[src/rtl/alu_mul_sequencer.sv]
// Shift-add 16x16 unsigned multiplier that runs its arithmetic on the
// shared ALU. Each multiplier bit costs one SHIFT cycle, plus an ADD cycle
// when the bit is set. The ALU flags are registered, so the carry of an
// operation is read in the state that follows it.
module alu_mul_sequencer #(
    parameter logic [4:0] ADD_FUNSEL  = 5'b10100,
    parameter logic [4:0] LSL_FUNSEL  = 5'b11011,
    parameter logic [4:0] IDLE_FUNSEL = 5'b10000,
    parameter int unsigned CARRY_BIT  = 2
) (
    input  logic        clk_i,
    input  logic        rst_ni,
    input  logic        start_i,
    input  logic [15:0] multiplicand_i,
    input  logic [15:0] multiplier_i,
    input  logic [15:0] alu_out_i,
    input  logic [3:0]  flags_i,
    output logic [15:0] alu_a_o,
    output logic [15:0] alu_b_o,
    output logic [4:0]  alu_fun_sel_o,
    output logic        alu_wf_o,
    output logic        busy_o,
    output logic        done_o,
    output logic [15:0] product_o,
    output logic        overflow_o
);

    typedef enum logic [1:0] {
        S_IDLE,
        S_ADD,
        S_SHIFT,
        S_DONE
    } state_e;

    state_e      state_q, state_d;
    state_e      prev_q;          // state of the previous cycle; tells whose carry FlagsIn holds
    logic [15:0] acc_q, acc_d;
    logic [15:0] mcand_q, mcand_d;
    logic [15:0] mulr_q, mulr_d;
    logic        lost_q, lost_d;  // a set bit was shifted out of mcand earlier
    logic [15:0] product_q, product_d;
    logic        overflow_q, overflow_d;

    logic        carry;
    logic [15:0] mulr_next;

    assign carry     = flags_i[CARRY_BIT];
    assign mulr_next = mulr_q >> 1;

    // Next-state, datapath updates and ALU command for the current state.
    always_comb begin
        // NOTE: every signal written here gets a default first, so no path
        // leaves one unassigned and no latch is inferred.
        state_d       = state_q;
        acc_d         = acc_q;
        mcand_d       = mcand_q;
        mulr_d        = mulr_q;
        lost_d        = lost_q;
        product_d     = product_q;
        overflow_d    = overflow_q;
        alu_a_o       = '0;
        alu_b_o       = '0;
        alu_fun_sel_o = IDLE_FUNSEL;
        alu_wf_o      = 1'b0;
        busy_o        = 1'b0;
        done_o        = 1'b0;

        unique case (state_q)
            S_IDLE: begin
                if (start_i) begin
                    acc_d      = '0;
                    mcand_d    = multiplicand_i;
                    mulr_d     = multiplier_i;
                    lost_d     = 1'b0;
                    overflow_d = 1'b0;
                    if (multiplier_i == '0)   state_d = S_DONE;
                    else if (multiplier_i[0]) state_d = S_ADD;
                    else                      state_d = S_SHIFT;
                end
            end

            S_ADD: begin
                busy_o        = 1'b1;
                alu_fun_sel_o = ADD_FUNSEL;
                alu_a_o       = acc_q;
                alu_b_o       = mcand_q;
                alu_wf_o      = 1'b1;
                acc_d         = alu_out_i;
                // Any multiplicand bit already shifted past bit 15 would have
                // been part of this addend, so the true product overflows.
                if (lost_q || (prev_q == S_SHIFT && carry)) overflow_d = 1'b1;
                state_d = S_SHIFT;
            end

            S_SHIFT: begin
                busy_o        = 1'b1;
                alu_fun_sel_o = LSL_FUNSEL;
                alu_a_o       = mcand_q;
                alu_b_o       = '0;
                alu_wf_o      = 1'b1;
                mcand_d       = alu_out_i;
                mulr_d        = mulr_next;
                if (prev_q == S_ADD && carry)   overflow_d = 1'b1;
                if (prev_q == S_SHIFT)          lost_d     = lost_q | carry;
                if (mulr_next == '0)   state_d = S_DONE;
                else if (mulr_next[0]) state_d = S_ADD;
                else                   state_d = S_SHIFT;
            end

            S_DONE: begin
                done_o  = 1'b1;
                state_d = S_IDLE;
            end

            default: state_d = S_IDLE;
        endcase

        // Capture the result on the edge entering DONE so Product is already
        // valid while Done is high.
        if (state_d == S_DONE && state_q != S_DONE) product_d = acc_d;
    end

    // State and datapath registers.
    always_ff @(posedge clk_i or negedge rst_ni) begin
        if (!rst_ni) begin
            state_q    <= S_IDLE;
            prev_q     <= S_IDLE;
            acc_q      <= '0;
            mcand_q    <= '0;
            mulr_q     <= '0;
            lost_q     <= 1'b0;
            product_q  <= '0;
            overflow_q <= 1'b0;
        end else begin
            // NOTE: non-blocking assignments so every register samples the
            // values from before this edge, independent of statement order.
            state_q    <= state_d;
            prev_q     <= state_q;
            acc_q      <= acc_d;
            mcand_q    <= mcand_d;
            mulr_q     <= mulr_d;
            lost_q     <= lost_d;
            product_q  <= product_d;
            overflow_q <= overflow_d;
        end
    end

    assign product_o  = product_q;
    assign overflow_o = overflow_q;

endmodule

[config.mk]
export PLATFORM = sky130hd
export DESIGN_NAME = alu_mul_sequencer
export DESIGN_NICKNAME = d
export VERILOG_FILES = /design/src/rtl/alu_mul_sequencer.sv
export SDC_FILE = /design/constraint.sdc
export NUM_CORES = 1
export LEC_CHECK = 0
export BUFFER_PORTS_ARGS = -buffer_cell sky130_fd_sc_hd__buf_2
export CAP_MARGIN = 20
export CORE_ASPECT_RATIO = 0.75
export CORE_MARGIN = 5
export CORE_UTILIZATION = 45
export DETAILED_ROUTE_END_ITERATION = 16
export PLACE_DENSITY = 0.72
export SYNTH_ARGS = -nofsm -noshare
export SYNTH_HDL_FRONTEND = slang
export SYNTH_SLANG_ARGS = --single-unit
[constraint.sdc]
create_clock -name clk_i -period 3.45 [get_ports clk_i]
set_clock_uncertainty 0.15 [all_clocks]
set_input_delay 0.69 -clock clk_i [delete_from_list [all_inputs] [get_ports clk_i]]
set_output_delay 0.69 -clock clk_i [all_outputs]
set_load 0.01 [all_outputs]
# Word-level counts from Yosys, hierarchy flattened
# Cells that the tools add are included.
# word_totals
word_cells,56
in_bits,55
reg_bits,70
output_inout_bits,57
# op_classes
eq_ne,11
bitwise,1
mux,23
n_reduce_logical,13
# op_table
cell,count
$pmux W16 S2,4
$mux W16,4
$logic_not A16 Y1,2
$mux W2,5
$ne A2 B2 Y1 const B,5
$eq A2 B2 Y1 const B,4
$pmux W2 S4,1
$pmux W4 S2,1
$mux W1,6
$eq A2 B1 Y1 const B,2
$reduce_and A4 Y1,1
$logic_and A1 B1 Y1,3
$pmux W1 S3,1
$reduce_and A3 Y1,1
$reduce_bool A3 Y1,1
$logic_not A2 Y1,1
$pmux W1 S2,1
$reduce_and A2 Y1,1
$reduce_bool A2 Y1,1
$reduce_or A2 Y1,1
$logic_or A1 B1 Y1,1
$or A1 B1 Y1,1

# Longest topological paths before layout
# Gate-level depths: netlist of the first run.
# logic_depth
ltp_word,6
mapped_depth,8
depth_no_buf,6

# Worst setup path after synthesis of the first run
# OpenSTA, ideal clock, no wires.
# synth_timing
path_type,register -> output
startpoint,reg state_q[1]
endpoint,out alu_a_o[5]
t_required_ns,2.610
arrival_time_ns,1.691
stages_incl_launch_ff,7
n_path_buf,2
path_slack_ns,0.919
cell_sequence,dfrtp_1 inv_1 ha_1 clkbuf_1 buf_1 a22oi_1 nor2b_1
# synth_between
elab_chain_len,2
# synth_rtl
element,line_no,source
"start, declared",35,"state_e state_q, state_d;"
"start signal, assigned",137,state_q <= state_d;
$eq A2 B2 Y1 / $eq A2 B1 Y1 (equally long branches),68,unique case (state_q)
$pmux W16 S2 *,68,
"end, declared",18,"output logic [15:0] alu_a_o,"
# Every way passes the cells marked *; elsewhere a longest branch is shown, timed or not.

# Final worst setup path of the first run
# layout_timing
startpoint,reg state_q[1]
endpoint,out alu_a_o[8]
# The elaborated chain is that of the path after synthesis.

==> flow_summary.toml, run 1 <==
[outcome]
status = "complete, no violations"

[route]
ant_nets = 0
routed_via_density = 5.25
drc_errors = 0
vias = 2707
drt_iter0_markers = 117
wl_um = 8510
wl_per_cell_um = 16.5
dr.pass1.iters = 6

[synth]
synth-edff-count = 0
syn-num-nets = 370
synth_cell_types = 32
avgSynthCellArea_sq_um = 11.0
netlist_instances = 310
synthArstFlopShare = 1.00
synth_largest_area_cell = "dfrtp_1"
netlist_area_sq_mm = 0.00341
synth_ff_type = "dfrtp_1"
yosys_register_bits = 69
synth_top_cell_area_share = 0.506
synth_area_leaders = "dfrtp_1, mux2i_1, o21ai_0, mux2_4, a22o_1"
ys_warn_count = 0
yosysSeqAreaShare = 0.506

[power_and_ir_drop]
seqPwrFrac = 0.354
p_sw_uw = 1710
p_per_area_mw_per_mm2 = 997
p_comb_frac = 0.491
power_frac_clock = 0.155
leakage_uw = 0.00215
p_int_uw = 2520
finalPower_uw = 4230
ir_drop_uv = 400
swShare = 0.405

[critical_path]
crit_arrival_ns = 2.19
crit_chain = "inv_1 > ha_2 > buf_4 > a22oi_1 > nor2b_1 > buf_2"
crit_required_ns = 2.61
critPathBufInv = 3
cp_top_family = "buffers and inverters"
crit_fanout = 29
slowest_stage = "ha_2"
cp_slowest_stage_delay_ns = 0.55
critPathLaunchType = "flop"
criticalPathCategory = "reg2out"
critPathCaptureType = "output port"

[sta]
setup_viol = 0
finalHoldViolations = 0
fmax_mhz = 330
max-slew-margin-rel = 0.572
report.final.slew_viol_count = 0
setup_tns_ns = 0
tightest_slew_ns = 0.639
min_period_ns = 3.03
finalCritPeriodShare = 0.878
rsz0062_at_grt = "false"

[final_layout]
num_antenna_cells = 0
syn2layout_area_growth_pct = 24.2
layout_common_cells = "buf_2, dfrtp_1, nand2_1"
nNetsFinal = 470
layout-drive-gt1-share = 0.371
final_common_cell = "buf_2"

[clock_network]
cts_hold_buffers = 0
ctsResizeCount = 0
cts_buffers = 9
cts.sinks = 69
max-clock-path-buffers = 2
clk_latency_ns = 0.33
h-tree-depth = 3
cts_root_buf = "clkbuf_8"
postCtsSetupBuffers = 0
clk_pin_slew_worst_paths_ns = 0.08
tritoncts = "done"

[global_route]
grt_pass1_wl_um = 13800
grt.overflow.total = 0
track_usage = 0.181
grt_max_degree = 37
antenna_found_initial = 0
grt_pass1_vias = 2758

[placement]
gp_congestion = 0.828
detailed_place_hpwl_um = 6180
portBuffers = 107

[floorplan]
die-area_sq_mm = 0.00945
die_w_um = 111
rows = 27
pin_count = 112
core_region_area_sq_mm = 0.00736
initial_core_util = 0.464
fp.dieH_um = 85.4

[run]
drv_cap = 0

[worst_hold_path]
worstHoldPathType = "in2async"
==> Yosys cell counts, types with 2 or more instances <==
cell type  number
a21oi_1         3
a22o_1         16
a22oi_1        16
a41oi_1         2
and2_1         16
buf_2           3
buf_4           4
clkbuf_1       16
dfrtp_1        69
ha_1            5
inv_1           6
mux2_2          7
mux2_4         10
mux2i_1        31
nand2_1        34
nand2b_1        4
nor2b_1        17
nor3_1          2
nor4_1          5
o21ai_0        32
==> metrics by stage <==
| stage | cell area (sq um) | instances | setup WS (ns) | util | hold slack [ns] |
|---|---|---|---|---|---|
| 2_1_floorplan | 3410 | 310 | 0.919 | - | 0.244 |
| 3_3_place_gp | 4040 | 500 | 0.804 | 0.549 | 0.328 |
| 3_5_place_dp | 4040 | 500 | 0.795 | 0.549 | 0.338 |
| 4_1_cts | 4240 | 516 | 0.416 | 0.576 | 0.235 |
| 5_1_grt | 4240 | 516 | 0.247 | 0.576 | 0.270 |
| 6_report | 4240 | 516 | 0.421 | 0.576 | 0.233 |
==> power by group through the flow <==
stage,clock [uW],sequential (uW),combinational [uW]
3_5_place_dp,0,1500,2110
4_1_cts,674,1500,2110
5_1_grt,710,1560,2300
2_1_floorplan,0,1480,1450
3_3_place_gp,0,1490,2060
6_report,655,1500,2080
==> final timing paths <==
kind	startpoint	to	slack, ns	depth (start not counted)
hold / removal	rst_ni	product_o[4]$_DFFE_PN0P_	0.23	2
hold reg to reg	mcand_q[2]$_DFFE_PN0P_	mcand_q[2]$_DFFE_PN0P_	0.35	2
min in group clk_i	mcand_q[2]$_DFFE_PN0P_	mcand_q[2]$_DFFE_PN0P_	0.35	2
setup reg to reg	state_q[1]$_DFF_PN0_	product_o[3]$_DFFE_PN0P_	0.92	6
max in group asynchronous	rst_ni	acc_q[3]$_DFF_PN0_	2.57	2
setup / recovery	state_q[1]$_DFF_PN0_	alu_a_o[8]	0.42	6
==> routing by layer <==
layer,part of all wire,track usage
met5,0,0
met4,0.012,0.0559
met2,0.46,0.280
met3,0.059,0.0535
met1,0.47,0.245
==> area by class of cell <==
| class | instances | area (sq um) |
|---|---|---|
| clock buffer | 10 | 138 |
| clock inverter | 6 | 62.6 |
| fill | 675 | 3120 |
| inverter | 6 | 22.5 |
| multi-input combinational | 210 | 1570 |
| sequential | 69 | 1730 |
| tap | 101 | 126 |
| timing repair buffer | 114 | 601 |
==> registers in the layout (all words and copies together) (netlist names) <==
name and count:
prev_q 2, mcand_q 16, lost_q 1, product_o 16, acc_q 16, state_q 2, overflow_o 1, mulr_q 15
==> cells by family after synthesis <==
logic type                 share of synthesized area
buffers and inverters                         0.0418
other                                        0.00110
adders and majority gates                     0.0183
and+or+nand+nor                                0.130
muxes                                          0.158
AOI/OAI and AO/OA                              0.145
DFF                                            0.506
Note: power is estimated with default switching activity, not from simulation.
==> run 2, diff against run 1 <==
--- a/config.mk
+++ b/config.mk
@@ -11,7 +11,7 @@
 export CORE_MARGIN = 5
 export CORE_UTILIZATION = 45
 export DETAILED_ROUTE_END_ITERATION = 16
-export PLACE_DENSITY = 0.72
+export PLACE_DENSITY = 0.82
 export SYNTH_ARGS = -nofsm -noshare
 export SYNTH_HDL_FRONTEND = slang
 export SYNTH_SLANG_ARGS = --single-unit
==> run 2 against run 1 <==
Via count rose by 0.22%. Final area fell by 0.44%. Sequential share of layout area rose by 0.18 points. Sequential cell count did not move. Worst hold slack improved by 0.043 ns. Count of clock-buffer cells in the layout fell by 1. Combinational power barely moved. Core utilization fell by 0.25 points. Die area did not move. First-iteration DRC count rose by 15%. Critical path type unchanged. Largest cell class unchanged.
==> flow_summary.toml, run 2 (synthesis gave the netlist of run 1 again) <==
[outcome]
status = "complete, no violations"

[clock_network]
postCtsSetupBuffers = 0
h-tree-depth = 3
cts_hold_buffers = 0
cts.sinks = 69
cts_root_buf = "clkbuf_8"
clk_latency_ns = 0.34
tritoncts = "done"
clk_pin_slew_worst_paths_ns = 0.07
max-clock-path-buffers = 2
cts_buffers = 9
ctsResizeCount = 0

[sta]
setup_viol = 0
report.final.slew_viol_count = 0
max-slew-margin-rel = 0.457
fmax_mhz = 318
finalCritPeriodShare = 0.910
setup_tns_ns = 0
tightest_slew_ns = 0.814
layout_setup_ws_ns = 0.309
finalHoldViolations = 0
min_period_ns = 3.14
rsz0062_at_grt = "false"

[critical_path]
crit_fanout = 20
reg2reg_depth = 6
critPathLaunchType = "flop"
criticalPathCategory = "reg2out"
critPathCaptureType = "output port"
crit_chain = "inv_1 > ha_2 > buf_4 > a22oi_1 > nor2b_1 > buf_2"
cp_top_family = "buffers and inverters"
reg2reg_slack_ns = 0.83
cp_slowest_stage_delay_ns = 0.47
slowest_stage = "ha_2"
crit_arrival_ns = 2.30
critPathBufInv = 3
crit_required_ns = 2.61
crit_cells = 6

[final_layout]
nNetsFinal = 469
num_antenna_cells = 0
syn2layout_area_growth_pct = 23.7
final_common_cell = "buf_2"
layout_common_cells = "buf_2, dfrtp_1, nand2_1"
layout-drive-gt1-share = 0.368

[route]
ant_nets = 0
drt_iter0_markers = 135
drc_errors = 0
dr.pass1.iters = 4
wl_per_cell_um = 17.0
vias = 2713
routed_via_density = 5.28
wl_um = 8720

[global_route]
grt_pass1_vias = 2887
grt.overflow.total = 0
grt_max_degree = 38
track_usage = 0.189
grt_pass1_wl_um = 14300
antenna_found_initial = 0

[power_and_ir_drop]
p_int_uw = 2480
swShare = 0.412
p_sw_uw = 1740
p_comb_frac = 0.493
power_frac_clock = 0.152
p_per_area_mw_per_mm2 = 1000
seqPwrFrac = 0.355
leakage_uw = 0.00214
ir_drop_uv = 384

[floorplan]
initial_core_util = 0.464
die-area_sq_mm = 0.00945
pin_count = 112
core_region_area_sq_mm = 0.00736
rows = 27
fp.dieH_um = 85.4
die_w_um = 111

[placement]
gp_congestion = 0.838
place_ws_ns = 0.695
detailed_place_hpwl_um = 6260
portBuffers = 107

[run]
drv_cap = 0

[worst_hold_path]
worstHoldPathType = "in2async"
run 2: routing by layer:
layer  global-route usage  vias up  share of wire
met5                    0        -              0
met4               0.0660        0          0.016
met3               0.0613       11          0.069
met2                0.306       90           0.48
met1                0.239     1321           0.44
li1                     -     1291              -
run 2: stage by stage:
stage	total power [uW]	std cells	cell area [sq um]	hold slack (ns)	util
after floorplan	2930	310	3410	0.244	-
final	4220	514	4220	0.276	0.573
after global routing	4530	514	4220	0.332	0.573
after global placement	3520	499	4030	0.328	0.548
after CTS	4260	514	4220	0.297	0.573
after detailed placement	3610	499	4030	0.338	0.548
run 2: worst reg2reg max path, stage by stage (launching register included):
cell,delay (ns)
dfrtp_1,0.46
inv_1,0.11
ha_2,0.35
buf_4,0.29
o21ai_4,0.54
buf_4,0.43
o21ai_0,0.17
run 2: final cells by class:
type	instances	area, sq um
clock buffers	9	124
inverters	6	22.5
multi-input cells	210	1570
flip-flops and latches	69	1730
fillers	661	3140
repair buffers	113	593
clock inverters	6	65.1
well taps	101	126
run 2: power groups by stage:
stage	Sequential (uW)	Clock (uW)	Combinational, uW
6_report	1500	641	2080
2_1_floorplan	1480	0	1450
5_1_grt	1550	693	2290
3_3_place_gp	1480	0	2030
3_5_place_dp	1510	0	2100
4_1_cts	1500	656	2110
run 2: final timing paths:
path	from	end
worst max register to register	state_q[0]$_DFF_PN0_	mcand_q[2]$_DFFE_PN0P_
min in group clk_i	overflow_o$_DFFE_PN0P_	overflow_o$_DFFE_PN0P_
worst min-delay path	rst_ni	mulr_q[6]$_DFFE_PN0P_
worst min register to register	overflow_o$_DFFE_PN0P_	overflow_o$_DFFE_PN0P_
worst max-delay path	state_q[0]$_DFF_PN0_	alu_a_o[1]
max in group asynchronous	rst_ni	mcand_q[13]$_DFFE_PN0P_
==> run 3, diff against run 2 <==
--- a/config.mk
+++ b/config.mk
@@ -6,9 +6,8 @@
 export NUM_CORES = 1
 export LEC_CHECK = 0
 export BUFFER_PORTS_ARGS = -buffer_cell sky130_fd_sc_hd__buf_2
-export CAP_MARGIN = 20
 export CORE_ASPECT_RATIO = 0.75
-export CORE_MARGIN = 5
+export CORE_MARGIN = 3
 export CORE_UTILIZATION = 45
 export DETAILED_ROUTE_END_ITERATION = 16
 export PLACE_DENSITY = 0.82
==> run 3 against run 2 <==
Sequential power about the same. Worst hold slack better by 0.075 ns. Maximum frequency up 3.1%. Largest power group unchanged. Sequential cell count stayed put. Final area increased by 1.1%. Combinational power barely moved. Core utilization rose by 2.9 points. Routed wire length is 0.88% lower. Die area decreased by 8.1%. Clock power increased by 17%.
==> flow_summary.toml, run 3 (synthesis gave the netlist of run 1 again) <==
[final_layout]
final_util = 0.602
final_common_cell = "buf_2"
layout_common_cells = "buf_2, dfrtp_1, nand2_1"
seqCellArea_sq_mm = 0.00173
num_antenna_cells = 0
syn2layout_area_growth_pct = 25.1
layout-drive-gt1-share = 0.372
multiInputGateArea_sq_mm = 0.00156
nNetsFinal = 472
fillCellCount = 615

[clock_network]
cts_hold_buffers = 0
clk_pin_slew_worst_paths_ns = 0.07
cts.sinks = 69
cts_buffers = 9
h-tree-depth = 3
ctsResizeCount = 0
cts_root_buf = "clkbuf_8"
tritoncts = "done"
postCtsSetupBuffers = 0
clk_latency_ns = 0.34
max-clock-path-buffers = 2

[power_and_ir_drop]
p_sw_uw = 1740
seqPwrFrac = 0.347
p_comb_frac = 0.481
ir_drop_uv = 391
leakage_uw = 0.00217
swShare = 0.400
power_frac_clock = 0.172
finalPower_uw = 4350
p_per_area_mw_per_mm2 = 1020
p_int_uw = 2610

[placement]
detailed_place_hpwl_um = 6090
portBuffers = 107
gp_congestion = 0.919

[sta]
whs_ns = 0.352
finalHoldViolations = 0
finalCritPeriodShare = 0.883
rsz0062_at_grt = "false"
max-slew-margin-rel = 0.337
setup_viol = 0
min_period_ns = 3.05
report.final.slew_viol_count = 0
setup_tns_ns = 0
tightest_slew_ns = 0.975
fmax_mhz = 328

[floorplan]
die-area_sq_mm = 0.00868
initial_core_util = 0.481
core_region_area_sq_mm = 0.00709
pin_count = 112
die_w_um = 107
fp.dieH_um = 81.4
rows = 26

[critical_path]
critPathCaptureType = "output port"
slowest_stage = "ha_2"
crit_arrival_ns = 2.21
timing.rr.start = "state_q[0]$_DFF_PN0_"
crit_fanout = 26
critPathLaunchType = "flop"
criticalPathCategory = "reg2out"
crit_required_ns = 2.61
cp-startpoint = "state_q[0]$_DFF_PN0_"
cp_slowest_stage_delay_ns = 0.60
crit_chain = "inv_1 > ha_2 > buf_4 > a22oi_1 > nor2b_1 > buf_2"

[route]
drt_iter0_markers = 155
vias = 2735
routed_via_density = 5.31
ant_nets = 0
wl_um = 8640
dr.pass1.iters = 4
drc_errors = 0
wl_per_cell_um = 16.8

[run]
drv_cap = 0

[global_route]
track_usage = 0.200
grt.overflow.total = 0
grt_pass1_wl_um = 13500
antenna_found_initial = 0
grt_pass1_vias = 2739
grt_max_degree = 45

[outcome]
status = "complete, no violations"

[worst_hold_path]
worstHoldPathType = "in2async"
[run 3: cell types whose count changed in the layout (fill, tap and decap cells not counted), sizes merged]
cell,before,now
buf,113,116
bufinv,1,2
clkbuf,9,11
clkinv,4,1
inv,6,7
[run 3: final cells by class]
cell class,instances,area share
Timing Repair Buffer,116,0.141
Sequential cell,69,0.404
Clock buffer,11,0.0355
Tap cell,98,0.0287
Inverter,6,0.00527
Clock inverter,5,0.0190
Multi-Input combinational cell,210,0.366
[run 3: final timing paths]
check	end	slack [ns]	cells after the start
max in group asynchronous	mcand_q[9]$_DFFE_PN0P_	2.00	2
min in group clk_i	mcand_q[13]$_DFFE_PN0P_	0.35	2
max	alu_a_o[14]	0.40	6
max reg2reg	product_o[4]$_DFFE_PN0P_	0.71	6
min	prev_q[1]$_DFF_PN0_	0.35	1
min reg2reg	mcand_q[13]$_DFFE_PN0P_	0.35	2
[run 3: power groups by stage]
stage,registers (uW),logic [uW],clock network [uW]
3_5_place_dp,1510,2090,0
3_3_place_gp,1490,2030,0
2_1_floorplan,1480,1450,0
5_1_grt,1560,2290,799
4_1_cts,1500,2100,765
6_report,1510,2100,750
[run 3: worst max-delay path, delay by kind of cell (launching register included)]
family	cells	cell delay [ns]
buffers and inverters	3	0.57
AO/OA/AOI/OAI	1	0.11
adder cells (fa/ha/maj)	1	0.60
flip-flops	1	0.45
AND/OR/NAND/NOR	1	0.12
[run 3: per-stage QoR]
step | setup slack, ns | cells | cell area [sq um]
6_report | 0.403 | 515 | 4270
5_1_grt | 0.271 | 515 | 4270
4_1_cts | 0.400 | 515 | 4270
3_5_place_dp | 0.747 | 499 | 4040
3_3_place_gp | 0.800 | 499 | 4040
2_1_floorplan | 0.919 | 310 | 3410
[run 3: routing by layer]
layer,wire (um),part of all wire,track usage,vias to the layer above
met2,4030,0.47,0.316,87
met4,161,0.019,0.0766,0
li1,-,-,-,1304
met5,0,0,0,-
met3,470,0.054,0.0558,14
met1,3970,0.46,0.265,1330
